File: config.mk
export PLATFORM = sky130hd
export DESIGN_NAME = id_ex_stage
export DESIGN_NICKNAME = d
export VERILOG_FILES = /design/src/rtl/pipe_pkg.sv /design/src/rtl/fwd_unit.sv /design/src/rtl/id_ex_stage.sv
export SDC_FILE = /design/constraint.sdc
export NUM_CORES = 1
export LEC_CHECK = 0
export CAP_MARGIN = 20
export CORE_AREA = 5 5 149 151
export CTS_CLUSTER_DIAMETER = 40
export DETAILED_ROUTE_END_ITERATION = 8
export DIE_AREA = 0 0 154 156
export PLACE_DENSITY_LB_ADDON = 0.1
export SYNTH_ARGS = -nofsm -noshare
export SYNTH_HDL_FRONTEND = slang
export SYNTH_SLANG_ARGS = --single-unit
File: constraint.sdc
create_clock -name clk -period 1.9 [get_ports clk]
set_input_delay 0.475 -clock clk [delete_from_list [all_inputs] [get_ports clk]]
set_output_delay 0.475 -clock clk [all_outputs]
set_load 0.1 [all_outputs]
File: src/rtl/pipe_pkg.sv
// Shared definitions for the ID/EX pipeline slice: widths, zero register,
// aluOp encodings, the control bundle and forwarding select codes.
package pipe_pkg;

    localparam int DATA_W   = 32;
    localparam int REG_AW   = 5;
    localparam int ZERO_REG = 0;

    localparam logic [1:0] ALU_ADD   = 2'b00;
    localparam logic [1:0] ALU_SUB   = 2'b01;
    localparam logic [1:0] ALU_FUNCT = 2'b10;

    typedef struct packed {
        logic regWrite;
        logic memRead;
        logic memWrite;
        logic memToReg;
        logic aluSrc;
    } ctrl_t;

    localparam ctrl_t CTRL_NOP = '0;

    typedef enum logic [1:0] {
        FWD_RF    = 2'b00,
        FWD_EXMEM = 2'b01,
        FWD_MEMWB = 2'b10
    } fwd_sel_e;

endpackage

File: src/rtl/fwd_unit.sv
// Operand forwarding select generation for the EX-stage rs/rt sources.
// Only instantiated when FWD_EN is defined.
module fwd_unit #(
    parameter int REG_AW = pipe_pkg::REG_AW
) (
    input  logic [REG_AW-1:0] i_rs,
    input  logic [REG_AW-1:0] i_rt,
    input  logic              i_exmem_regWrite,
    input  logic [REG_AW-1:0] i_exmem_rd,
    input  logic              i_memwb_regWrite,
    input  logic [REG_AW-1:0] i_memwb_rd,
    output logic [1:0]        o_sel_rs,
    output logic [1:0]        o_sel_rt
);
    import pipe_pkg::*;

    // The younger result (EX/MEM) shadows the older one (MEM/WB).
    function automatic logic [1:0] pick(
        input logic [REG_AW-1:0] s,
        input logic              ew,
        input logic [REG_AW-1:0] erd,
        input logic              mw,
        input logic [REG_AW-1:0] mrd
    );
        logic [1:0] sel;
        sel = FWD_RF;
        if (s != REG_AW'(ZERO_REG) && ew && erd == s)
            sel = FWD_EXMEM;
        else if (s != REG_AW'(ZERO_REG) && mw && mrd == s)
            sel = FWD_MEMWB;
        return sel;
    endfunction

    assign o_sel_rs = pick(i_rs, i_exmem_regWrite, i_exmem_rd,
                           i_memwb_regWrite, i_memwb_rd);
    assign o_sel_rt = pick(i_rt, i_exmem_regWrite, i_exmem_rd,
                           i_memwb_regWrite, i_memwb_rd);

endmodule

File: src/rtl/id_ex_stage.sv
// ID/EX pipeline register with RAW hazard handling.
// Define FWD_EN for operand forwarding; otherwise dependencies stall.
module id_ex_stage #(
    parameter int DATA_W = pipe_pkg::DATA_W,
    parameter int REG_AW = pipe_pkg::REG_AW
) (
    input  logic              clk,
    input  logic              rst_n,
    input  logic              stall,
    input  logic              flush,
    input  logic              id_valid,
    input  logic [DATA_W-1:0] id_rs_data,
    input  logic [DATA_W-1:0] id_rt_data,
    input  logic [DATA_W-1:0] id_imm,
    input  logic [REG_AW-1:0] id_rs,
    input  logic [REG_AW-1:0] id_rt,
    input  logic [REG_AW-1:0] id_rd,
    input  logic [5:0]        id_function_code,
    input  logic [1:0]        id_aluOp,
    input  logic              id_aluSrc,
    input  logic              id_regDst,
    input  logic              id_regWrite,
    input  logic              id_memRead,
    input  logic              id_memWrite,
    input  logic              id_memToReg,
    input  logic              exmem_regWrite,
    input  logic [REG_AW-1:0] exmem_rd,
    input  logic [DATA_W-1:0] exmem_result,
    input  logic              memwb_regWrite,
    input  logic [REG_AW-1:0] memwb_rd,
    input  logic [DATA_W-1:0] memwb_result,
    output logic              hazard_stall,
    output logic              ex_valid,
    output logic [DATA_W-1:0] ex_in1,
    output logic [DATA_W-1:0] ex_in2,
    output logic [DATA_W-1:0] ex_store_data,
    output logic [5:0]        ex_function_code,
    output logic [1:0]        ex_aluOp,
    output logic [REG_AW-1:0] ex_write_reg,
    output logic              ex_regWrite,
    output logic              ex_memRead,
    output logic              ex_memWrite,
    output logic              ex_memToReg
);
    import pipe_pkg::*;

    logic              r_valid;
    ctrl_t             r_ctrl;
    logic [DATA_W-1:0] r_rs_data;
    logic [DATA_W-1:0] r_rt_data;
    logic [DATA_W-1:0] r_imm;
    logic [REG_AW-1:0] r_write_reg;
    logic [5:0]        r_funct;
    logic [1:0]        r_aluOp;

    ctrl_t             w_id_ctrl;
    logic              w_ex_hit;
    logic              w_hazard;
    logic [DATA_W-1:0] w_fwd_rs;
    logic [DATA_W-1:0] w_fwd_rt;

    assign w_id_ctrl = '{
        regWrite: id_regWrite & id_valid,
        memRead:  id_memRead  & id_valid,
        memWrite: id_memWrite & id_valid,
        memToReg: id_memToReg & id_valid,
        aluSrc:   id_aluSrc
    };

    assign w_ex_hit = (r_write_reg != REG_AW'(ZERO_REG))
                    & ((r_write_reg == id_rs) | (r_write_reg == id_rt));

`ifdef FWD_EN
    logic [REG_AW-1:0] r_rs;
    logic [REG_AW-1:0] r_rt;
    logic [1:0]        w_sel_rs;
    logic [1:0]        w_sel_rt;

    // Only a load in EX cannot be bypassed in time.
    assign w_hazard = id_valid & r_valid & r_ctrl.memRead & w_ex_hit;

    always_ff @(posedge clk or negedge rst_n) begin
        if (!rst_n) begin
            r_rs <= '0;
            r_rt <= '0;
        end else if (!flush && !stall && !w_hazard) begin
            r_rs <= id_rs;
            r_rt <= id_rt;
        end
    end

    fwd_unit #(.REG_AW(REG_AW)) u_fwd (
        .i_rs             (r_rs),
        .i_rt             (r_rt),
        .i_exmem_regWrite (exmem_regWrite),
        .i_exmem_rd       (exmem_rd),
        .i_memwb_regWrite (memwb_regWrite),
        .i_memwb_rd       (memwb_rd),
        .o_sel_rs         (w_sel_rs),
        .o_sel_rt         (w_sel_rt)
    );

    function automatic logic [DATA_W-1:0] fmux(
        input logic [1:0]        sel,
        input logic [DATA_W-1:0] rf
    );
        logic [DATA_W-1:0] v;
        v = rf;
        if (sel == FWD_EXMEM)
            v = exmem_result;
        else if (sel == FWD_MEMWB)
            v = memwb_result;
        return v;
    endfunction

    assign w_fwd_rs = fmux(w_sel_rs, r_rs_data);
    assign w_fwd_rt = fmux(w_sel_rt, r_rt_data);
`else
    logic w_mem_hit;
    logic w_unused;

    assign w_mem_hit = exmem_regWrite
                     & (exmem_rd != REG_AW'(ZERO_REG))
                     & ((exmem_rd == id_rs) | (exmem_rd == id_rt));

    // Hold ID until the producer reaches WB; the register file bypasses it.
    assign w_hazard = id_valid
                    & ((r_valid & r_ctrl.regWrite & w_ex_hit) | w_mem_hit);

    assign w_fwd_rs = r_rs_data;
    assign w_fwd_rt = r_rt_data;
    assign w_unused = ^{memwb_regWrite, memwb_rd, memwb_result,
                        exmem_result};
`endif

    always_ff @(posedge clk or negedge rst_n) begin
        if (!rst_n) begin
            r_valid     <= 1'b0;
            r_ctrl      <= CTRL_NOP;
            r_rs_data   <= '0;
            r_rt_data   <= '0;
            r_imm       <= '0;
            r_write_reg <= '0;
            r_funct     <= '0;
            r_aluOp     <= '0;
        end else if (flush || (!stall && w_hazard)) begin
            r_valid <= 1'b0;
            r_ctrl  <= CTRL_NOP;
        end else if (!stall) begin
            r_valid     <= id_valid;
            r_ctrl      <= w_id_ctrl;
            r_rs_data   <= id_rs_data;
            r_rt_data   <= id_rt_data;
            r_imm       <= id_imm;
            r_write_reg <= id_regDst ? id_rd : id_rt;
            r_funct     <= id_function_code;
            r_aluOp     <= id_aluOp;
        end
    end

    assign hazard_stall     = w_hazard;
    assign ex_valid         = r_valid;
    assign ex_in1           = w_fwd_rs;
    assign ex_in2           = r_ctrl.aluSrc ? r_imm : w_fwd_rt;
    assign ex_store_data    = w_fwd_rt;
    assign ex_function_code = r_funct;
    assign ex_aluOp         = r_aluOp;
    assign ex_write_reg     = r_write_reg;
    assign ex_regWrite      = r_ctrl.regWrite;
    assign ex_memRead       = r_ctrl.memRead;
    assign ex_memWrite      = r_ctrl.memWrite;
    assign ex_memToReg      = r_ctrl.memToReg;

endmodule

==> flow_summary.toml, run 1 <==
[grt]
grt_first_pass_wirelength_mm = 26.90
grt_remaining_overflow = 0
grt_max_degree = 47
antenna_found_initial = 0
grtUsageTotal_pct = 14.59
grt_pass1_vias = 4526

[layout]
nFillCells = 1784
diodes = 0
nets = 834
utilization_pct = 50.44
final_cell_mix = "130 x clkdlybuf4s50_1, 127 x buf_12, 103 x mux2_2, 75 x dfrtp_1, 43 x mux2_4"
drive_gt1_share_pct = 60.37
final_common_cell = "clkdlybuf4s50_1"
syn_to_final_growth_pct = 106.7

[yosys]
ys_seq_area_share_pct = 57.00
ys_types = 24
synth.net_count = 537
synthCells = 331
syn_area_sq_mm = 0.005049
ys_ff_latch = 115
yosysWarnings = 0
syn_area_per_cell_sq_um = 15.25

[sta]
relSlewSlack_pct = 73.97
min_period_over_period_pct = 136.8
worst_pin_slew_ns = 0.3905
skew_ns = 0.005203
fin_ws_ns = -0.6994
period_needed_ns = 2.599
slew_violations = 0
setup_viol = 147
hold_viol_final = 0
timing.fmax_ghz = 0.3847
rsz0062_at_grt = "yes"
setup_tns_ns = -66.09

[clock_tree]
clkLatencyLatePin_ns = 0.41
htreeDepth = 4
cts_tree = "yes"
cts_buffers = 17
cts_buffer_depth = 2
root_buffer = "clkbuf_16"
path_clk_slew_ns = 0.05
cts.sinks = 115

[drt]
wl_met2_mm = 8.491
wl_met1_mm = 6.754
dr_wl_met3_mm = 1.897
drtIter0Drc = 73
wirelength_mm = 17.40
via_per_inst = 4.227
vias = 3872
dr.pass1.iters = 4
drc = 0
ant_nets = 0
dr.max_layer_used = "met4"
avgRoutedWirePerCell_microns = 18.99

[critical_path]
worst_ep_arrival_time_ns = 2.12
required_ns = 1.42
path_max_fanout = 3
endpoint_kind = "primary output"
path_class = "input pin to primary output"
start_kind = "input pin"
r2r_cells = 9

[floorplan]
io_pins = 321
rows = 53
dieArea_sq_mm = 0.02402
die_w_microns = 154
start_util_pct = 24.40
coreArea_sq_mm = 0.02069
die_y_microns = 156

[hold_path]
hold_path.class = "flip-flop to flip-flop"
holdPathStages = 1

[flow_run]
max-cap-violations = 0

[power_and_ir_drop]
power.density_mw_per_mm2 = 1220
leakagePower_nw = 4.449
peakVddDrop_v = 0.0006121

[place]
dp_hpwl_mm = 12.60
gp_congestion = 0.7760
io_buffers = 250

[run_status]
violations = "negative setup slack"
status = "finished with violations"
==> metal layers <==
metal | global-route usage [%] | vias up
li1 | - | 1788
met1 | 16.62 | 1897
met2 | 23.50 | 171
met3 | 8.183 | 16
met4 | 4.415 | 0
met5 | 0 | -
==> Yosys cell counts <==
cell / number / area (sq um)
mux2_4: 10 / 150.1
a22oi_1: 2 / 15.01
inv_1: 1 / 3.750
o22a_1: 1 / 8.760
buf_2: 10 / 50.05
and2_1: 4 / 25.02
o2111ai_2: 1 / 15.01
o2bb2ai_1: 1 / 8.760
nor2_1: 5 / 18.77
buf_6: 1 / 11.26
dfrtp_1: 115 / 2878
a31o_2: 4 / 35.03
clkbuf_1: 4 / 15.01
o211ai_1: 1 / 7.510
xor2_1: 20 / 175.2
nand2_1: 2 / 7.510
or4_1: 2 / 15.01
buf_8: 1 / 15.01
o221ai_1: 2 / 17.52
nor3_1: 4 / 20.02
a21oi_1: 1 / 5.000
mux2_2: 136 / 1531
nor2b_1: 2 / 12.51
nor3b_1: 1 / 7.510
==> area by class of cell <==
| class | instances | area [sq um] | share of cell area (%) |
|---|---|---|---|
| Sequential cell | 115 | 2933 | 28.11 |
| Tap cell | 275 | 344.1 | 3.297 |
| Multi-Input combinational cell | 199 | 2248 | 21.55 |
| Inverter | 1 | 7.507 | 0.07194 |
| Timing Repair Buffer | 294 | 4274 | 40.96 |
| Clock buffer | 20 | 446.7 | 4.281 |
| Clock inverter | 12 | 181.4 | 1.739 |
==> final timing paths <==
check | startpoint | endpoint | slack, ns
worst max register to register | ex_write_reg[3] | ex_in1[18] | -0.66
max in group asynchronous | rst_n | r_ctrl[0] | 0.73
min in group asynchronous | rst_n | ex_in1[19] | 0.54
worst min register to register | r_imm[4] | r_imm[4] | 0.50
worst max-delay path | id_rt[2] | hazard_stall | -0.70
worst min-delay path | r_imm[4] | r_imm[4] | 0.50
==> per-stage QoR <==
step | power [mW] | worst slack [ns] | std cells | hold slack [ns] | instance area (sq um)
3_5_place_dp | 9.256 | -0.7891 | 867 | 0.4273 | 9373
6_report | 12.74 | -0.6994 | 916 | 0.5045 | 10440
4_1_cts | 12.91 | -0.7479 | 915 | 0.5042 | 10400
2_1_floorplan | 6.669 | -0.6160 | 331 | 0.1794 | 5126
5_1_grt | 13.21 | -0.7465 | 916 | 0.5222 | 10440
3_3_place_gp | 9.199 | -0.7925 | 867 | 0.4199 | 9373
==> cell families after synthesis <==
family,after synthesis,share of synthesized area (%)
AND/OR/NAND/NOR,20,2.107
multiplexers,146,33.31
XOR/XNOR,20,3.470
flip-flops,115,57.00
AO/OA/AOI/OAI,13,2.230
buffers and inverters,17,1.883
==> timing repair <==
item,in CTS,in global routing
pin swaps,5,5
endpoints found under the setup margin,147,147
gates cloned,6,1
buffers inserted,9,3
endpoints found under the hold margin,25,0
hold buffers,1,0
resized for setup,44,13
==> worst max-delay path, stage by stage <==
cell	delay (ns)
clkdlybuf4s50_1	0.56
xor2_1	0.23
nor3_2	0.08
a22oi_2	0.27
o22a_2	0.24
clkinvlp_4	0.10
buf_12	0.17
==> power by group <==
group	internal [mW]	switching, mW	total, mW
sequential	2.86	0.373	3.23
combinational	2.44	3.68	6.12
clock	2.23	1.16	3.39
(Power assumes the default switching activity.)
==> run 2: changes to the inputs <==
--- a/config.mk
+++ b/config.mk
@@ -6,10 +6,10 @@
 export NUM_CORES = 1
 export LEC_CHECK = 0
 export CAP_MARGIN = 20
-export CORE_AREA = 5 5 149 151
+export CORE_AREA = 2 2 146 148
 export CTS_CLUSTER_DIAMETER = 40
 export DETAILED_ROUTE_END_ITERATION = 8
-export DIE_AREA = 0 0 154 156
+export DIE_AREA = 0 0 148 150
 export PLACE_DENSITY_LB_ADDON = 0.1
 export SYNTH_ARGS = -nofsm -noshare
 export SYNTH_HDL_FRONTEND = slang
==> run 2 against run 1 <==
  * The flow still finishes with violations (negative setup slack)
  * Clock skew up 0.0030 ns
  * Utilization down 0.10 points
  * Via count up 0.62%
  * Final cell count down 0.11%
  * Maximum frequency down 0.18%
  * Register-to-register slack better by 0.06 ns
  * Die area down 7.6%
  * Routed wire length down 2.2%
  * Sequential power about the same
  * Clock power down 4%
  * Final area down 0.20%
  * Global-route usage down 0.41 points
==> flow_summary.toml, run 2 (synthesis gave the netlist of run 1 again) <==
[power_and_ir_drop]
swShare_pct = 41.13
power.density_mw_per_mm2 = 1210
power.switching_mw = 5.183
power.internal_mw = 7.420
leakagePower_nw = 4.445
clkPwrFrac_pct = 25.8
power_frac_comb_pct = 48.5
finalPower_mw = 12.60
peakVddDrop_v = 0.0006322
sequentialPowerShare_pct = 25.7

[hold_path]
hold_path.class = "input pin to asynchronous set/reset pin"

[floorplan]
io_pins = 321
dieArea_sq_mm = 0.02220
die_w_microns = 148
die_y_microns = 150
start_util_pct = 24.40
coreArea_sq_mm = 0.02069
rows = 53

[drt]
ant_nets = 0
dr_wl_met3_mm = 1.731
dr.pass1.iters = 4
avgRoutedWirePerCell_microns = 18.60
drc = 0
vias = 3896
via_per_inst = 4.258
dr.max_layer_used = "met4"
wl_met2_mm = 8.564
wl_met1_mm = 6.457
wirelength_mm = 17.02
drtIter0Drc = 87

[place]
io_buffers = 250
placed_cells = 857
place_ws_ns = -0.8258
dp_hpwl_mm = 10.86
gp_congestion = 0.7915

[layout]
drive_gt1_share_pct = 60.62
final_cell_mix = "130 x clkdlybuf4s50_1, 122 x buf_12, 104 x mux2_2, 75 x dfrtp_1, 42 x mux2_4"
nets = 833
final_cells = 915
final_common_cell = "clkdlybuf4s50_1"
diodes = 0
syn_to_final_growth_pct = 106.3
utilization_pct = 50.33

[critical_path]
slowest_delay_ns = 0.54
required_ns = 1.42
endpoint_kind = "primary output"
start_kind = "input pin"
cp_cell_sequence = "clkdlybuf4s50_1 > xor2_1 > nor3_2 > a22oi_2 > o22a_2 > clkinvlp_4 > buf_12"
cp_top_family = "buffers and inverters"
path_max_fanout = 3
path_class = "input pin to primary output"
worst_ep_arrival_time_ns = 2.13
slowest_stage = "clkdlybuf4s50_1"
crit_buf_inv = 3

[grt]
grt_remaining_overflow = 0
grtUsageTotal_pct = 14.18
grt_max_degree = 116
grt_pass1_vias = 4281
antenna_found_initial = 0
grt_first_pass_wirelength_mm = 23.85

[clock_tree]
cts_tree = "yes"
cts_buffers = 17
cts_buffer_depth = 2
htreeDepth = 4
hold_buffers = 0
cts.sinks = 115
clkLatencyLatePin_ns = 0.41
path_clk_slew_ns = 0.06
root_buffer = "clkbuf_16"

[sta]
timing.fmax_ghz = 0.3840
rsz0062_at_grt = "yes"
skew_ns = 0.008238
setup_viol = 146
relSlewSlack_pct = 54.34
slew_violations = 0
hold_viol_final = 0
period_needed_ns = 2.604
fin_ws_ns = -0.7041
min_period_over_period_pct = 137.1
worst_pin_slew_ns = 0.6849
setup_tns_ns = -62.50

[run_status]
violations = "negative setup slack"
status = "finished with violations"

[flow_run]
max-cap-violations = 0
==> run 2: worst paths after layout <==
path / startpoint / endpoint / slack [ns] / depth (start not counted)
max: id_rt[3] / hazard_stall / -0.70 / 7
min: rst_n / ex_in1[21] / 0.12 / 2
max reg2reg: ex_write_reg[3] / ex_store_data[5] / -0.60 / 9
min reg2reg: r_imm[3] / r_imm[3] / 0.51 / 1
max in group asynchronous: rst_n / ex_store_data[23] / 1.18 / 2
min in group clk: r_imm[3] / r_imm[3] / 0.51 / 1
==> run 2: power groups by stage <==
stage | sequential, mW | combinational [mW] | clock [mW]
3_5_place_dp | 3.26 | 5.91 | 0
4_1_cts | 3.23 | 6.01 | 3.36
6_report | 3.23 | 6.11 | 3.26
2_1_floorplan | 5.04 | 1.63 | 0
5_1_grt | 3.29 | 6.28 | 3.47
3_3_place_gp | 3.24 | 5.90 | 0
==> run 2: timing repair <==
action                                  4_1_cts  5_1_grt
endpoints found under the setup margin      147      147
pin swaps                                     5        5
buffers inserted                              4       12
resized for setup                            22       33
gates cloned                                  4        6
==> run 2: cell type report <==
type	instances	area (sq um)
Clock buffer	22	464.2
Clock inverter	10	132.6
Fill cell	1812	10280
Inverter	1	7.507
Multi-Input combinational cell	199	2255
Sequential cell	115	2933
Tap cell	275	344.1
Timing Repair Buffer	293	4278
==> run 2: metal layers <==
| layer | global-route usage, % | vias up |
|---|---|---|
| li1 | - | 1782 |
| met1 | 15.48 | 1941 |
| met2 | 23.26 | 156 |
| met3 | 7.988 | 17 |
| met4 | 4.857 | 0 |
| met5 | 0 | - |
==> run 2: metrics by stage <==
step,hold WS [ns],area (sq um)
2_1_floorplan,0.1794,5126
3_3_place_gp,0.4825,9223
3_5_place_dp,0.4911,9223
4_1_cts,0.1768,10060
5_1_grt,0.1777,10410
6_report,0.1204,10410
==> run 3: changes to the inputs <==
--- a/config.mk
+++ b/config.mk
@@ -5,11 +5,13 @@
 export SDC_FILE = /design/constraint.sdc
 export NUM_CORES = 1
 export LEC_CHECK = 0
+export ABC_AREA = 1
 export CAP_MARGIN = 20
-export CORE_AREA = 2 2 146 148
+export CORE_AREA = 2 2 150 152
+export CTS_BUF_LIST = sky130_fd_sc_hd__clkbuf_4 sky130_fd_sc_hd__clkbuf_8
 export CTS_CLUSTER_DIAMETER = 40
 export DETAILED_ROUTE_END_ITERATION = 8
-export DIE_AREA = 0 0 148 150
+export DIE_AREA = 0 0 152 154
 export PLACE_DENSITY_LB_ADDON = 0.1
 export SYNTH_ARGS = -nofsm -noshare
 export SYNTH_HDL_FRONTEND = slang
==> run 3 against run 2 <==
  * Clock skew is 0.0066 ns higher
  * Final cell count is 37% higher
  * Utilization is 4.6 points higher
  * Non-clock buffer count is 40 higher
  * Largest cell class unchanged
  * The run still ends with negative setup slack left
  * Sequential power is 2% lower
  * Hold slack worse by 0.096 ns
  * Routed wire length is 31% higher
==> flow_summary.toml, run 3 <==
[grt]
grt_remaining_overflow = 0
grt_first_pass_wirelength_mm = 33.54
grtUsageTotal_pct = 18.35
grt_pass1_vias = 5706
grt_max_degree = 61
antenna_found_initial = 0

[clock_tree]
cts_tree = "yes"
cts_buffer_depth = 2
htreeDepth = 4
cts.sinks = 115
hold_buffers = 0
clkLatencyLatePin_ns = 0.45
root_buffer = "clkbuf_8"
path_clk_slew_ns = 0.08
cts_buffers = 17

[power_and_ir_drop]
peakVddDrop_v = 0.0005534
power.density_mw_per_mm2 = 966.2
leakagePower_nw = 5.623
finalPower_mw = 11.51

[sta]
period_needed_ns = 2.305
slew_violations = 0
relSlewSlack_pct = 67.48
whs_ns = 0.02466
timing.fmax_ghz = 0.4338
setup_tns_ns = -43.14
hold_viol_final = 0
worst_pin_slew_ns = 0.4866
min_period_over_period_pct = 121.3
skew_ns = 0.01481
rsz0062_at_grt = "yes"
fin_ws_ns = -0.4054
setup_viol = 148

[yosys]
yosysTopAreaCellShare_pct = 53.51
synth_area_leaders = "dfrtp_1 54%, nand2_1 20%, nand3_1 11%"
async_flop_share_pct = 100.0
synthTopCellsByCount = "286 x nand2_1, 117 x nand3_1, 115 x dfrtp_1, 33 x mux2_2, 21 x inv_1"
yosys.area.top_type = "dfrtp_1"
synthCells = 645
synth.net_count = 851
ys_ff_latch = 115
syn_area_sq_mm = 0.005378
yosys_most_used_dff = "dfrtp_1"
synth_most_common_cell = "nand2_1"
yosysWarnings = 0
ys_seq_area_share_pct = 53.51
ys_types = 21
syn_area_per_cell_sq_um = 8.337
synth_edf_count = 0

[layout]
drive_gt1_share_pct = 46.04
final_common_cell = "nand2_1"
final_cell_mix = "220 x nand2_1, 146 x buf_12, 121 x clkdlybuf4s50_1, 75 x dfrtp_1"
utilization_pct = 54.93
diodes = 0
nets = 1164
syn_to_final_growth_pct = 121.5

[hold_path]
hold_path.class = "input pin to asynchronous set/reset pin"

[run_status]
violations = "negative setup slack"
status = "finished with violations"

[drt]
vias = 5562
wirelength_mm = 22.31
drc = 0
dr.pass1.iters = 5
avgRoutedWirePerCell_microns = 17.83
via_per_inst = 4.446
ant_nets = 0
drtIter0Drc = 163

[floorplan]
io_pins = 321
rows = 54
die_y_microns = 154
die_w_microns = 152
start_util_pct = 24.80
coreArea_sq_mm = 0.02169
dieArea_sq_mm = 0.02341

[place]
dp_hpwl_mm = 13.57
place_ws_ns = -0.5144
io_buffers = 250
gp_congestion = 0.8146

[critical_path]
endpoint_kind = "primary output"
path_class = "flip-flop to primary output"
start_kind = "flip-flop"
path_max_fanout = 6
worst_ep_arrival_time_ns = 1.83
required_ns = 1.42

[flow_run]
max-cap-violations = 0
## run 3: cell count changes in the layout (fill, tap and decap cells not counted), sizes merged, moves of 9 or more
| cell | previous run | this run |
|---|---|---|
| nand3 | 0 | 117 |
| clkdlybuf4s50 | 130 | 121 |
| inv | 0 | 22 |
| nand2 | 2 | 290 |
| buf | 154 | 192 |
| mux2 | 146 | 33 |
| xor2 | 20 | 1 |
## run 3: area by class of cell
class                   instances  area (sq um)
fillers                      1908          9774
repair buffers                333          5100
multi-input cells             468          2975
flip-flops and latches        115          2940
well taps                     280         350.3
clock buffers                  22         277.8
clock inverters                10         180.2
inverters                      23         90.09
## run 3: worst max-delay path, cell delays in order, from the launching register on
cell	delay [ns]
dfrtp_4	0.51
nor3_2	0.19
nand3_1	0.10
nand3_1	0.07
inv_1	0.05
nand2_2	0.06
nand2_2	0.07
nand2_4	0.07
clkinvlp_4	0.09
buf_12	0.16
## run 3: worst paths after layout
| kind | startpoint | endpoint | slack (ns) | cells past startpoint |
|---|---|---|---|---|
| hold reg to reg | r_imm[20] | r_imm[20] | 0.47 | 2 |
| min in group clk | r_imm[20] | r_imm[20] | 0.47 | 2 |
| setup / recovery | ex_write_reg[4] | hazard_stall | -0.41 | 9 |
| max in group asynchronous | rst_n | ex_write_reg[3] | 1.53 | 2 |
| hold / removal | rst_n | ex_store_data[9] | 0.02 | 2 |
| setup reg to reg | ex_write_reg[0] | ex_store_data[26] | -0.37 | 17 |
## run 3: report_power, final
part | switching (mW) | total [mW] | internal [mW]
registers | 0.374 | 3.17 | 2.80
logic | 3.42 | 5.63 | 2.20
clock network | 1.07 | 2.71 | 1.65
## run 3: metrics by stage
step	instances	instance area [sq um]
after floorplan	645	5480
after global placement	1167	9693
after detailed placement	1167	9693
after CTS	1232	11100
after global routing	1251	11910
final	1251	11910
## run 3: logic make-up after synthesis
logic type             after synthesis  share of synthesized area, %
AO/OA/AOI/OAI                        5                        0.4653
XOR/XNOR                             5                        0.8143
buffers and inverters               64                         5.468
flip-flops                         115                         53.51
multiplexers                        33                         6.910
AND/OR/NAND/NOR                    423                         32.83
## run 3: timing repair
action,CTS,global route
resized for setup,88,162
pin swaps,10,41
cloned,20,10
endpoints found under the setup margin,114,148
buffers inserted,13,19
## run 3: per-layer routing
layer	up-vias	global-route usage (%)	share of wire (%)
li1	2703	-	-
met2	164	30.69	51
met1	2681	22.86	41
met5	-	0	0
met4	0	3.516	0.69
met3	14	6.849	7.0
